### config.mk
export PLATFORM = sky130hd
export DESIGN_NAME = seven_segment_reader
export DESIGN_NICKNAME = d
export VERILOG_FILES = /design/src/rtl/seven_segment_pkg.sv /design/src/rtl/seven_segment_pattern_decode.sv /design/src/rtl/seven_segment_reader.sv
export SDC_FILE = /design/constraint.sdc
export NUM_CORES = 1
export LEC_CHECK = 0
export BUFFER_PORTS_ARGS = -buffer_cell sky130_fd_sc_hd__buf_2
export CAP_MARGIN = 20
export CORE_MARGIN = 4
export CORE_UTILIZATION = 57
export CTS_BUF_LIST = sky130_fd_sc_hd__clkbuf_2
export CTS_CLUSTER_SIZE = 24
export DETAILED_ROUTE_END_ITERATION = 8
export PLACE_DENSITY = 0.85
export SLEW_MARGIN = 10
export SYNTH_ARGS = -nofsm -noshare
export SYNTH_HDL_FRONTEND = slang
export SYNTH_SLANG_ARGS = --single-unit
### constraint.sdc
create_clock -name clk -period 6.3 [get_ports clk]
set_input_delay 0.945 -clock clk [delete_from_list [all_inputs] [get_ports clk]]
set_output_delay 0.945 -clock clk [all_outputs]
set_load 0.01 [all_outputs]
### src/rtl/seven_segment_pkg.sv
// Shared constants for the seven-segment readback monitor: segment bit positions,
// legal numeral codes (abcdefg order) and the digit count.
package seven_segment_pkg;

   localparam int NUM_DIGITS = 4;

   localparam int SEG_DP = 7;
   localparam int SEG_A  = 6;
   localparam int SEG_B  = 5;
   localparam int SEG_C  = 4;
   localparam int SEG_D  = 3;
   localparam int SEG_E  = 2;
   localparam int SEG_F  = 1;
   localparam int SEG_G  = 0;

   localparam logic [6:0] SEG_CODE_0 = 7'b1111110;
   localparam logic [6:0] SEG_CODE_1 = 7'b0110000;
   localparam logic [6:0] SEG_CODE_2 = 7'b1101101;
   localparam logic [6:0] SEG_CODE_3 = 7'b1111001;
   localparam logic [6:0] SEG_CODE_4 = 7'b0110011;
   localparam logic [6:0] SEG_CODE_5 = 7'b1011011;
   localparam logic [6:0] SEG_CODE_6 = 7'b1011111;
   localparam logic [6:0] SEG_CODE_7 = 7'b1110000;
   localparam logic [6:0] SEG_CODE_8 = 7'b1111111;
   localparam logic [6:0] SEG_CODE_9 = 7'b1111011;

   function automatic logic is_onehot(input logic [NUM_DIGITS-1:0] v);
      return (v != '0) && ((v & (v - 1'b1)) == '0);
   endfunction

endpackage

### src/rtl/seven_segment_pattern_decode.sv
// Combinational decode of a 7-bit abcdefg pattern to its numeral value;
// legal is low for any pattern that is not one of the ten numerals.
module seven_segment_pattern_decode
   import seven_segment_pkg::*;
(
   input  logic [6:0] pattern,
   output logic [3:0] value,
   output logic       legal
);

   always_comb begin
      value = 4'd0;
      legal = 1'b1;
      case (pattern)
         SEG_CODE_0: value = 4'd0;
         SEG_CODE_1: value = 4'd1;
         SEG_CODE_2: value = 4'd2;
         SEG_CODE_3: value = 4'd3;
         SEG_CODE_4: value = 4'd4;
         SEG_CODE_5: value = 4'd5;
         SEG_CODE_6: value = 4'd6;
         SEG_CODE_7: value = 4'd7;
         SEG_CODE_8: value = 4'd8;
         SEG_CODE_9: value = 4'd9;
         default:    legal = 1'b0;
      endcase
   end

endmodule

### src/rtl/seven_segment_reader.sv
// Monitors a multiplexed 4-digit seven-segment bus and publishes debounced digit values.
// Define SEVEN_SEGMENT_READER_DP_EN to include the decimal point in capture and publish.
module seven_segment_reader
   import seven_segment_pkg::*;
#(
   parameter int SETTLE       = 4,
   parameter int STABLE_SCANS = 2
)
(
   input  logic                    clk,
   input  logic                    rst,
   input  logic [7:0]              seg,
   input  logic [NUM_DIGITS-1:0]   an,
   output logic [4*NUM_DIGITS-1:0] digit,
   output logic [NUM_DIGITS-1:0]   err,
   output logic [NUM_DIGITS-1:0]   dp,
   output logic                    upd_valid,
   input  logic                    upd_ready
);

`ifdef SEVEN_SEGMENT_READER_DP_EN
   localparam int CW = 8;
`else
   localparam int CW = 7;
`endif
   localparam int EW = $clog2(SETTLE + 1);
   localparam int SW = $clog2(STABLE_SCANS + 1);

   logic [7:0]            seg_q;
   logic [NUM_DIGITS-1:0] an_q;
   logic [NUM_DIGITS-1:0] an_last_reg;
   logic [EW-1:0]         ep_cnt_reg;
   logic [EW-1:0]         ep_cnt_next;
   logic                  an_valid;
   logic                  capture;
   logic [CW-1:0]         cap;
   logic [3:0]            dec_value;
   logic                  dec_legal;
   logic [NUM_DIGITS-1:0] pub_change;
   logic                  upd_valid_reg;

   always_ff @(posedge clk) begin
      if (rst) begin
         seg_q       <= '0;
         an_q        <= '0;
         an_last_reg <= '0;
         ep_cnt_reg  <= '0;
      end else begin
         seg_q       <= seg;
         an_q        <= an;
         an_last_reg <= an_q;
         ep_cnt_reg  <= ep_cnt_next;
      end
   end

   // Count value for the current cycle: 0 on the first cycle of a fresh one-hot
   // selection, saturating at SETTLE so the capture point is hit once per episode.
   always_comb begin
      ep_cnt_next = '0;
      if (an_valid && (an_q == an_last_reg))
         ep_cnt_next = (ep_cnt_reg == EW'(SETTLE)) ? ep_cnt_reg : ep_cnt_reg + EW'(1);
   end

   assign an_valid = is_onehot(an_q);
   assign capture  = an_valid && (ep_cnt_next == EW'(SETTLE - 1));
   assign cap      = seg_q[CW-1:0];

`ifndef SEVEN_SEGMENT_READER_DP_EN
   logic unused_seg_dp;
   assign unused_seg_dp = seg_q[SEG_DP];
`endif

   seven_segment_pattern_decode u_decode (
      .pattern (seg_q[6:0]),
      .value   (dec_value),
      .legal   (dec_legal)
   );

   genvar gi;
   generate
      for (gi = 0; gi < NUM_DIGITS; gi++) begin : g_digit
         logic [CW-1:0] cand_reg;
         logic [SW-1:0] cnt_reg;
         logic [SW-1:0] cnt_next;
         logic [3:0]    digit_reg;
         logic [3:0]    value_next;
         logic          err_reg;
         logic          err_next;
         logic          dp_diff;
         logic          hit;
         logic          publish;
         logic          change;

         always_comb begin
            hit = capture && an_q[gi];
            if (cap == cand_reg)
               cnt_next = (cnt_reg == SW'(STABLE_SCANS)) ? cnt_reg : cnt_reg + SW'(1);
            else
               cnt_next = SW'(1);
            publish    = hit && (cnt_next == SW'(STABLE_SCANS));
            value_next = dec_legal ? dec_value : digit_reg;
            err_next   = ~dec_legal;
            change     = publish && ((value_next != digit_reg) || (err_next != err_reg) || dp_diff);
         end

         always_ff @(posedge clk) begin
            if (rst) begin
               cand_reg  <= '0;
               cnt_reg   <= '0;
               digit_reg <= '0;
               err_reg   <= 1'b0;
            end else begin
               if (hit) begin
                  cand_reg <= cap;
                  cnt_reg  <= cnt_next;
               end
               if (change) begin
                  digit_reg <= value_next;
                  err_reg   <= err_next;
               end
            end
         end

`ifdef SEVEN_SEGMENT_READER_DP_EN
         logic dp_reg;
         assign dp_diff = (dp_reg != seg_q[SEG_DP]);
         always_ff @(posedge clk) begin
            if (rst)
               dp_reg <= 1'b0;
            else if (change)
               dp_reg <= seg_q[SEG_DP];
         end
         assign dp[gi] = dp_reg;
`else
         assign dp_diff = 1'b0;
         assign dp[gi]  = 1'b0;
`endif

         assign digit[4*gi +: 4] = digit_reg;
         assign err[gi]          = err_reg;
         assign pub_change[gi]   = change;
      end
   endgenerate

   // A changing publish wins over an acknowledge in the same cycle.
   always_ff @(posedge clk) begin
      if (rst)
         upd_valid_reg <= 1'b0;
      else if (|pub_change)
         upd_valid_reg <= 1'b1;
      else if (upd_valid_reg && upd_ready)
         upd_valid_reg <= 1'b0;
   end

   assign upd_valid = upd_valid_reg;

endmodule
# After elaboration in Yosys (flattened, before gate mapping)
# Index checks and enable logic that the tools add are counted.
# classes
bitwise	2
eq_ne	33
reduce_logical	25
n_mux	18
n_lt_le_gt_ge	0
n_addsub	6
div_mod_pow	0
multipliers	0
shift	0
# op_table
cell	n
equality test 7 bit (second input constant)	8
one-hot mux 4 bit (9 select lines)	1
equality test 7 bit	4
equality test 2 bit (second input constant)	8
logical AND 1 bit	16
two-way mux 2 bit	8
two-way mux 4 bit	4
inequality test 4 bit	4
equality test 7 x 6 -> 1 bit (second input constant)	2
OR reduction 10 bit	1
adder 2 x 1 -> 2 bit (second input constant)	4
two-way mux 3 bit	2
bitwise AND 4 bit	1
equality test 4 bit	1
zero test 4 bit	1
logical OR 1 bit	4
inequality test 1 bit	4
nonzero test 4 bit	1
OR reduction 4 bit	1
subtractor 4 x 1 -> 4 bit (second input constant)	1
adder 3 x 1 -> 3 bit (second input constant)	1
equality test 3 x 2 -> 1 bit (second input constant)	1
equality test 3 bit (second input constant)	1
two-way mux 1 bit	3
2 further kinds	2
# word_totals
romBits	0
register_bits	75
elab_cells	105
input_bits	15
latch_bits	0
n_memories	0
out_inout_bits	25
mem_bits_rw	0

# Longest topological paths before layout
# Gate-level depths: netlist of the first run.
# depth
depth_word	13
depth_mapped	10
ltp_nobuf	9

# Modules after synthesis
# Synthesis of the first run repeated with hierarchy kept, for this count alone.
# hier_totals
cells_unflattened	400
hier_area_um2	3691.0
# by_module_without_submodules
module	n_inst	seq_area_each_um2	cells_each	area_each_um2
seven_segment_reader	1	1501.4	376	3522.1
seven_segment_pattern_decode	1	0.0	24	168.9

# Worst setup path after synthesis of the first run
# No wires, ideal clock.
# synth_path
path_kind	reg-to-reg
from	register ep_cnt_reg[0]
to	register g_digit[1].digit_reg[0]
t_arrival_ns	2.176
setup_time_ns	0.117
path_stages_with_launch	10
period_less_slack_ns	2.293
slack_ns	4.007
required_ns	6.183
path_buffers	0
cell_sequence	dfxtp_1 > inv_1 > ha_1 > and3b_1 > o21ai_0 > a211oi_4 > o311a_1 > a41o_2 > nand2_1 > a32o_1
# synth_between
elab_chain_cells	8
elab_cells_between_ends	9
classes_between	add/sub: 1; eq/ne: 2; mux: 2; reduce/logical: 4
# synth_lines
element	line_no	source
start, declared	seven_segment_reader.sv:32	logic [EW-1:0] ep_cnt_reg;
start signal, assigned	seven_segment_reader.sv:52	ep_cnt_reg <= ep_cnt_next;
adder 3 x 1 -> 3 bit or equality test 3 bit (tied branches)	seven_segment_reader.sv:61	ep_cnt_next = (ep_cnt_reg == EW'(SETTLE)) ? ep_cnt_reg : ep_cnt_reg + EW'(1);
two-way mux 3 bit *	seven_segment_reader.sv:61	
two-way mux 3 bit *	seven_segment_reader.sv:60	if (an_valid && (an_q == an_last_reg))
equality test 3 x 2 -> 1 bit *	seven_segment_reader.sv:65	assign capture = an_valid && (ep_cnt_next == EW'(SETTLE - 1));
logical AND 1 bit *	seven_segment_reader.sv:65	
logical AND 1 bit *	seven_segment_reader.sv:95	hit = capture && an_q[gi];
logical AND 1 bit *	seven_segment_reader.sv:100	publish = hit && (cnt_next == SW'(STABLE_SCANS));
logical AND 1 bit *	seven_segment_reader.sv:103	change = publish && ((value_next != digit_reg) || (err_next != err_reg) || dp_diff);
end signal, assigned	seven_segment_reader.sv:118	digit_reg <= value_next;
end, declared	seven_segment_reader.sv:85	logic [3:0] digit_reg;
# Mark *: on every way between the ends. The rest lies on a longest branch, timed or not.
# A chain may end at the register's enable or synchronous reset.

# Worst setup path in the final report of the first run
# layout_path
from	register ep_cnt_reg[0]
to	register g_digit[2].digit_reg[0]
# layout_between
elab_chain_cells	8
elab_cells_between_ends	9
classes_between	add/sub: 1; eq/ne: 2; mux: 2; reduce/logical: 4
# layout_lines
element	line_no
adder 3 x 1 -> 3 bit or equality test 3 bit (tied branches)	seven_segment_reader.sv:61
two-way mux 3 bit *	seven_segment_reader.sv:61
two-way mux 3 bit *	seven_segment_reader.sv:60
equality test 3 x 2 -> 1 bit *	seven_segment_reader.sv:65
logical AND 1 bit *	seven_segment_reader.sv:65
logical AND 1 bit *	seven_segment_reader.sv:95
logical AND 1 bit *	seven_segment_reader.sv:100
logical AND 1 bit *	seven_segment_reader.sv:103
end signal, assigned	seven_segment_reader.sv:118
end, declared	seven_segment_reader.sv:85
# Marks and branches as above.

==> impl_metrics.py, run 1 <==
metrics = {
    "routing": {
        "vias": 3202,
        "totalWireLength_um": 8400,
        "viasPerCell": 5.89,
        "post-route-drc-count": 0,
        "drt-wirelength-per-cell_um": 15.4,
        "drt-initial-drc-count": 202,
        "firstDrtPassIters": 4,
        "ant_nets": 0,
    },
    "sta": {
        "tightest_slew_ns": 1.02,
        "finalSetupViolCount": 0,
        "whs_ns": 0.468,
        "fmax_mhz": 289,
        "slew_headroom_pct": 31.9,
        "period_share_pct": 55.0,
        "period_minus_slack_ns": 3.46,
        "tns_ns": 0,
        "final-hold-violation-count": 0,
        "rsz0062_at_grt": "no",
        "timing.clock.skew_ns": 0.0283,
        "slew_violations": 0,
    },
    "grt": {
        "gr-total-overflow": 0,
        "grtUsageTotal_pct": 20.9,
        "antenna_found_initial": 0,
        "grt_pass1_vias": 3002,
        "grt_pass1_wl_um": 14200,
        "grt_max_degree": 69,
    },
    "synth": {
        "synthArstFlopShare_pct": 0,
        "syn_inst": 440,
        "synth.avg_cell_area_sq_um": 8.93,
        "netlist.top_cell.by_area": "dfxtp_1",
        "synth_flop_cell": "dfxtp_1",
        "yosysSeqAreaShare_pct": 38.2,
        "synth.area.top_cells": "dfxtp_1, mux2i_1, xnor2_1",
        "yosysMostFrequentCell": "dfxtp_1",
        "syn_area_sq_um": 3930,
        "yosysUniqueCellTypes": 74,
        "synthTopCellsByCount": "dfxtp_1, nor2_1, nand2_1",
        "synth_edf_count": 0,
        "synth_warnings": 0,
        "yosysTopAreaCellShare_pct": 38.2,
        "ys_seq_elements": 75,
    },
    "clocking": {
        "cts_hold_buf": 0,
        "clk_pin_slew_ns": 0.22,
        "cts_sinks": 75,
        "cts_tree": "done",
        "clock_path_buffers": 2,
        "cts_made_buffers": 9,
        "cts_resized": 0,
        "cts_setup_buffers": 0,
        "cts_root_buf": "clkbuf_2",
        "htreeDepth": 3,
        "clk-insertion-delay-late_ns": 0.53,
    },
    "finish": {
        "area_growth_pct": 6.17,
        "fin_cells": 544,
        "fin_util_pct": 61.8,
        "num_antenna_cells": 0,
        "largest_register_ffs": 28,
        "layout-drive-gt1-share_pct": 15.3,
        "nets": 480,
    },
    "die": {
        "fp.dieW_um": 91.0,
        "rows": 30,
        "io_pins": 40,
        "coreArea_sq_um": 6760,
        "start_util_pct": 58.2,
        "die_y_um": 91.0,
        "die_area_sq_um": 8290,
    },
    "placement": {
        "placed_cells": 528,
        "hpwl_um": 5860,
        "gp_congestion": 0.948,
        "port_buffers": 34,
    },
    "power": {
        "power_density_nw_per_um2": 196,
        "vdd_ir_drop_max_v": 0.000137,
        "p_int_uw": 595,
        "p_switching_uw": 225,
        "comb_power_share_pct": 5.8,
        "seq_power_share_pct": 60.5,
        "sw_frac_of_total_pct": 27.4,
        "p_clk_share_pct": 33.6,
        "finalPower_uw": 819,
        "p_leak_uw": 0.00146,
    },
    "setup_path": {
        "critical-path-slowest-cell": "a211oi_2",
        "worst_ep_arrival_time_ns": 3.93,
        "path_cells": "inv_1 -> ha_1 -> nor2b_1 -> o21ai_0 -> a211oi_2 -> nand3_1 -> a221oi_4 -> nand2_2 -> a32o_1",
        "critical_path.max_stage_delay_ns": 0.92,
        "cp.buffers_inverters": 1,
        "endpoint_kind": "flip-flop",
        "crit_type": "reg -> reg",
        "cp_top_family": "compound AO/OA/AOI/OAI gates",
        "worstSetupStartpointType": "flip-flop",
        "crit_fanout": 11,
        "required_ns": 6.76,
    },
    "min_path": {
        "hold_class": "reg -> reg",
    },
    "outcome": {
        "status": "completed",
    },
    "job": {
        "maxCapViolCount": 0,
    },
}
power groups by stage:
stage	combinational (uW)	clock, uW	sequential, uW
floorplan	48.5	0	494
global placement	45.9	0	504
detailed placement	47.5	0	505
CTS	47.7	281	496
global route	53.3	301	498
finish	47.9	275	496
cells by family (layout without fill, tap and decap cells):
group / after synthesis / in the layout / synth area share [%]
buf+inv: 48 / 69 / 6.30
xor+xnor: 34 / 34 / 7.57
other cells: 1 / 4 / 0.0954
fa+ha+maj: 6 / 6 / 1.91
mux: 28 / 28 / 7.13
simple gates: 160 / 160 / 21.6
compound gates: 88 / 88 / 17.2
flops: 75 / 75 / 38.2
cell usage in the layout, fill, tap and decap left out, drive strengths merged, types with 4 or more instances in the layout:
| cell type | n |
|---|---|
| dfxtp | 75 |
| nor2 | 43 |
| nand2 | 38 |
| buf | 36 |
| xnor2 | 28 |
| mux2i | 28 |
| a21oi | 24 |
| inv | 18 |
| nor2b | 17 |
| o21ai | 15 |
| a211oi | 12 |
| clkbuf | 9 |
| nand3 | 8 |
| nor3 | 8 |
| xor2 | 6 |
| nand4 | 6 |
| ha | 6 |
| nor4 | 5 |
| or3 | 4 |
| nand2b | 4 |
| conb | 4 |
| and3 | 4 |
| a221oi | 4 |
layout make-up:
class	count	area, sq um
tap	80	100
sequential	75	1500
inverter	17	63.8
clock inverter	7	75.1
fill	576	2580
clock buffer	9	45.0
multi-input combinational	320	2200
timing repair buffer	36	185
routing by layer:
metal | GRT usage (%) | vias to the layer above | share of wire (%)
met5 | 0 | - | 0
met3 | 6.30 | 20 | 5.2
met2 | 35.3 | 83 | 48
li1 | - | 1588 | -
met4 | 7.54 | 0 | 2.5
met1 | 25.2 | 1511 | 44
stage by stage:
stage,setup slack [ns],cell area (sq um)
CTS,2.87,4170
global placement,3.01,4050
global route,2.59,4170
floorplan,4.01,3940
finish,2.84,4170
detailed placement,2.89,4050
final timing paths:
check / startpoint / to / slack (ns) / depth (start not counted)
setup / recovery: ep_cnt_reg[0] / g_digit[2].digit_reg[0] / 2.84 / 9
hold / removal: g_digit[1].cnt_reg[1] / g_digit[1].cnt_reg[1] / 0.47 / 2
setup reg to reg: ep_cnt_reg[0] / g_digit[2].digit_reg[0] / 2.84 / 9
hold reg to reg: g_digit[1].cnt_reg[1] / g_digit[1].cnt_reg[1] / 0.47 / 2
worst register-to-register path, stage by stage (launching register included):
cell      delay [ns]
dfxtp_1         0.40
inv_1           0.08
ha_1            0.28
nor2b_1         0.16
o21ai_0         0.27
a211oi_2        0.92
nand3_1         0.36
a221oi_4        0.49
nand2_2         0.15
a32o_1          0.28
Note: power is estimated with default switching activity, not from simulation.
==> run 2: changes to the inputs <==
- clock period: 6.3 -> 3.3 ns (I/O delays scaled with it)
==> impl_metrics.py, run 2 (same netlist as run 1, synthesis figures left out) <==
metrics = {
    "setup_path": {
        "worstSetupStartpointType": "flip-flop",
        "crit_type": "reg -> reg",
        "reg2regPathDepth": 7,
        "endpoint_kind": "flip-flop",
        "r2r_slack_ns": 0.41,
        "crit_fanout": 8,
        "required_ns": 3.77,
        "worst_ep_arrival_time_ns": 3.36,
        "r2r-end": "g_digit[2].digit_reg[0]",
        "startpoint": "seg_q[5]",
        "reg2reg_from": "seg_q[5]",
        "critPathCapture": "g_digit[2].digit_reg[0]",
    },
    "routing": {
        "firstDrtPassIters": 5,
        "vias": 3373,
        "totalWireLength_um": 9150,
        "post-route-drc-count": 0,
        "ant_nets": 0,
        "drt-wirelength-per-cell_um": 16.4,
        "drt-initial-drc-count": 228,
        "viasPerCell": 6.04,
    },
    "finish": {
        "layout-drive-gt1-share_pct": 17.8,
        "final_cell_mix": "dfxtp_1, nor2_1, nand2_1",
        "num_antenna_cells": 0,
        "fin_cells": 558,
        "nets": 494,
        "largest_register_ffs": 28,
        "nFillCells": 578,
        "area_growth_pct": 9.87,
        "layout_commonest_cell": "dfxtp_1",
    },
    "sta": {
        "finalSetupViolCount": 0,
        "fmax_mhz": 346,
        "slew_violations": 0,
        "tightest_slew_ns": 0.759,
        "period_share_pct": 87.5,
        "period_minus_slack_ns": 2.89,
        "rsz0062_at_grt": "no",
        "final-hold-violation-count": 0,
        "slew_headroom_pct": 49.4,
        "timing.clock.skew_ns": 0.0382,
        "tns_ns": 0,
    },
    "clocking": {
        "cts_hold_buf": 0,
        "cts_made_buffers": 9,
        "cts_tree": "done",
        "cts_root_buf": "clkbuf_2",
        "clock_path_buffers": 2,
        "cts_resized": 0,
        "clk-insertion-delay-late_ns": 0.57,
        "clk_pin_slew_ns": 0.21,
        "cts_setup_buffers": 0,
        "cts_sinks": 75,
        "htreeDepth": 3,
    },
    "grt": {
        "grt_pass1_wl_um": 15300,
        "grt_pass1_vias": 3239,
        "gr-total-overflow": 0,
        "busiest_layer": "met2",
        "use_met3_pct": 5.88,
        "grt_use_met2_pct": 38.3,
        "grt_use_met1_pct": 26.3,
        "grtUsageTotal_pct": 22.8,
        "antenna_found_initial": 0,
        "grt_max_degree": 41,
    },
    "placement": {
        "hpwl_um": 6470,
        "port_buffers": 34,
        "gp_congestion": 0.893,
        "placed_cells": 542,
    },
    "die": {
        "start_util_pct": 58.2,
        "fp.dieW_um": 91.0,
        "die_area_sq_um": 8290,
        "die_y_um": 91.0,
        "rows": 30,
        "coreArea_sq_um": 6760,
        "io_pins": 40,
    },
    "power": {
        "vdd_ir_drop_max_v": 0.000355,
        "power_density_nw_per_um2": 395,
        "p_leak_uw": 0.00155,
    },
    "job": {
        "maxCapViolCount": 0,
    },
    "min_path": {
        "hold_class": "in -> reg",
    },
    "outcome": {
        "status": "completed",
    },
}
[run 2: worst min path at each step]
stage | depth (start not counted) | end | from | slack (ns)
after floorplan | 2 | g_digit[1].cnt_reg[1] | g_digit[1].cnt_reg[1] | 0.43
after CTS | 2 | seg_q[3] | seg[3] | 0.10
after detailed placement | 2 | g_digit[0].cand_reg[5] | g_digit[0].cand_reg[5] | 0.46
final | 2 | seg_q[3] | seg[3] | 0.13
after global placement | 2 | g_digit[1].cnt_reg[1] | g_digit[1].cnt_reg[1] | 0.44
after global routing | 2 | seg_q[5] | seg[5] | 0.10
[run 2: power by group]
group	internal [uW]	switching, uW	leakage, uW
sequential	917	16.6	0.000608
clock	325	336	0.0000899
combinational	45.8	67.3	0.000854
total	1290	420	0.00155
[run 2: area by class of cell]
cell class                      instances  area, sq um  share of cell area, %
Clock buffer                            9         45.0                   1.04
Clock inverter                          7          115                   2.67
Inverter                               17         63.8                   1.48
Multi-Input combinational cell        320         2200                   51.0
Sequential cell                        75         1500                   34.8
Tap cell                               80          100                   2.32
Timing Repair Buffer                   50          290                   6.72
[run 2: critical path: stages (launching register included)]
cell       delay [ns]
dfxtp_1          0.55
nand4bb_1        0.42
o22ai_2          0.45
nor2_1           0.17
o221a_2          0.32
a221oi_4         0.45
nand2_2          0.15
a32o_1           0.29
[run 2: metal layers]
| layer | wire length [um] | vias to the layer above |
|---|---|---|
| li1 | - | 1612 |
| met1 | 3780 | 1599 |
| met5 | 0 | - |
| met2 | 4490 | 132 |
| met4 | 313 | 0 |
| met3 | 561 | 30 |
[run 2: stage by stage]
stage	hold WS, ns	worst slack [ns]	utilization, %	instance area, sq um	power [uW]
after CTS	0.105	0.456	63.9	4320	1720
after global placement	0.438	0.588	61.6	4160	1060
after detailed placement	0.457	0.517	61.6	4160	1060
after global routing	0.101	0.186	63.9	4320	1770
final	0.134	0.412	63.9	4320	1710
after floorplan	0.432	1.01	-	3940	1040
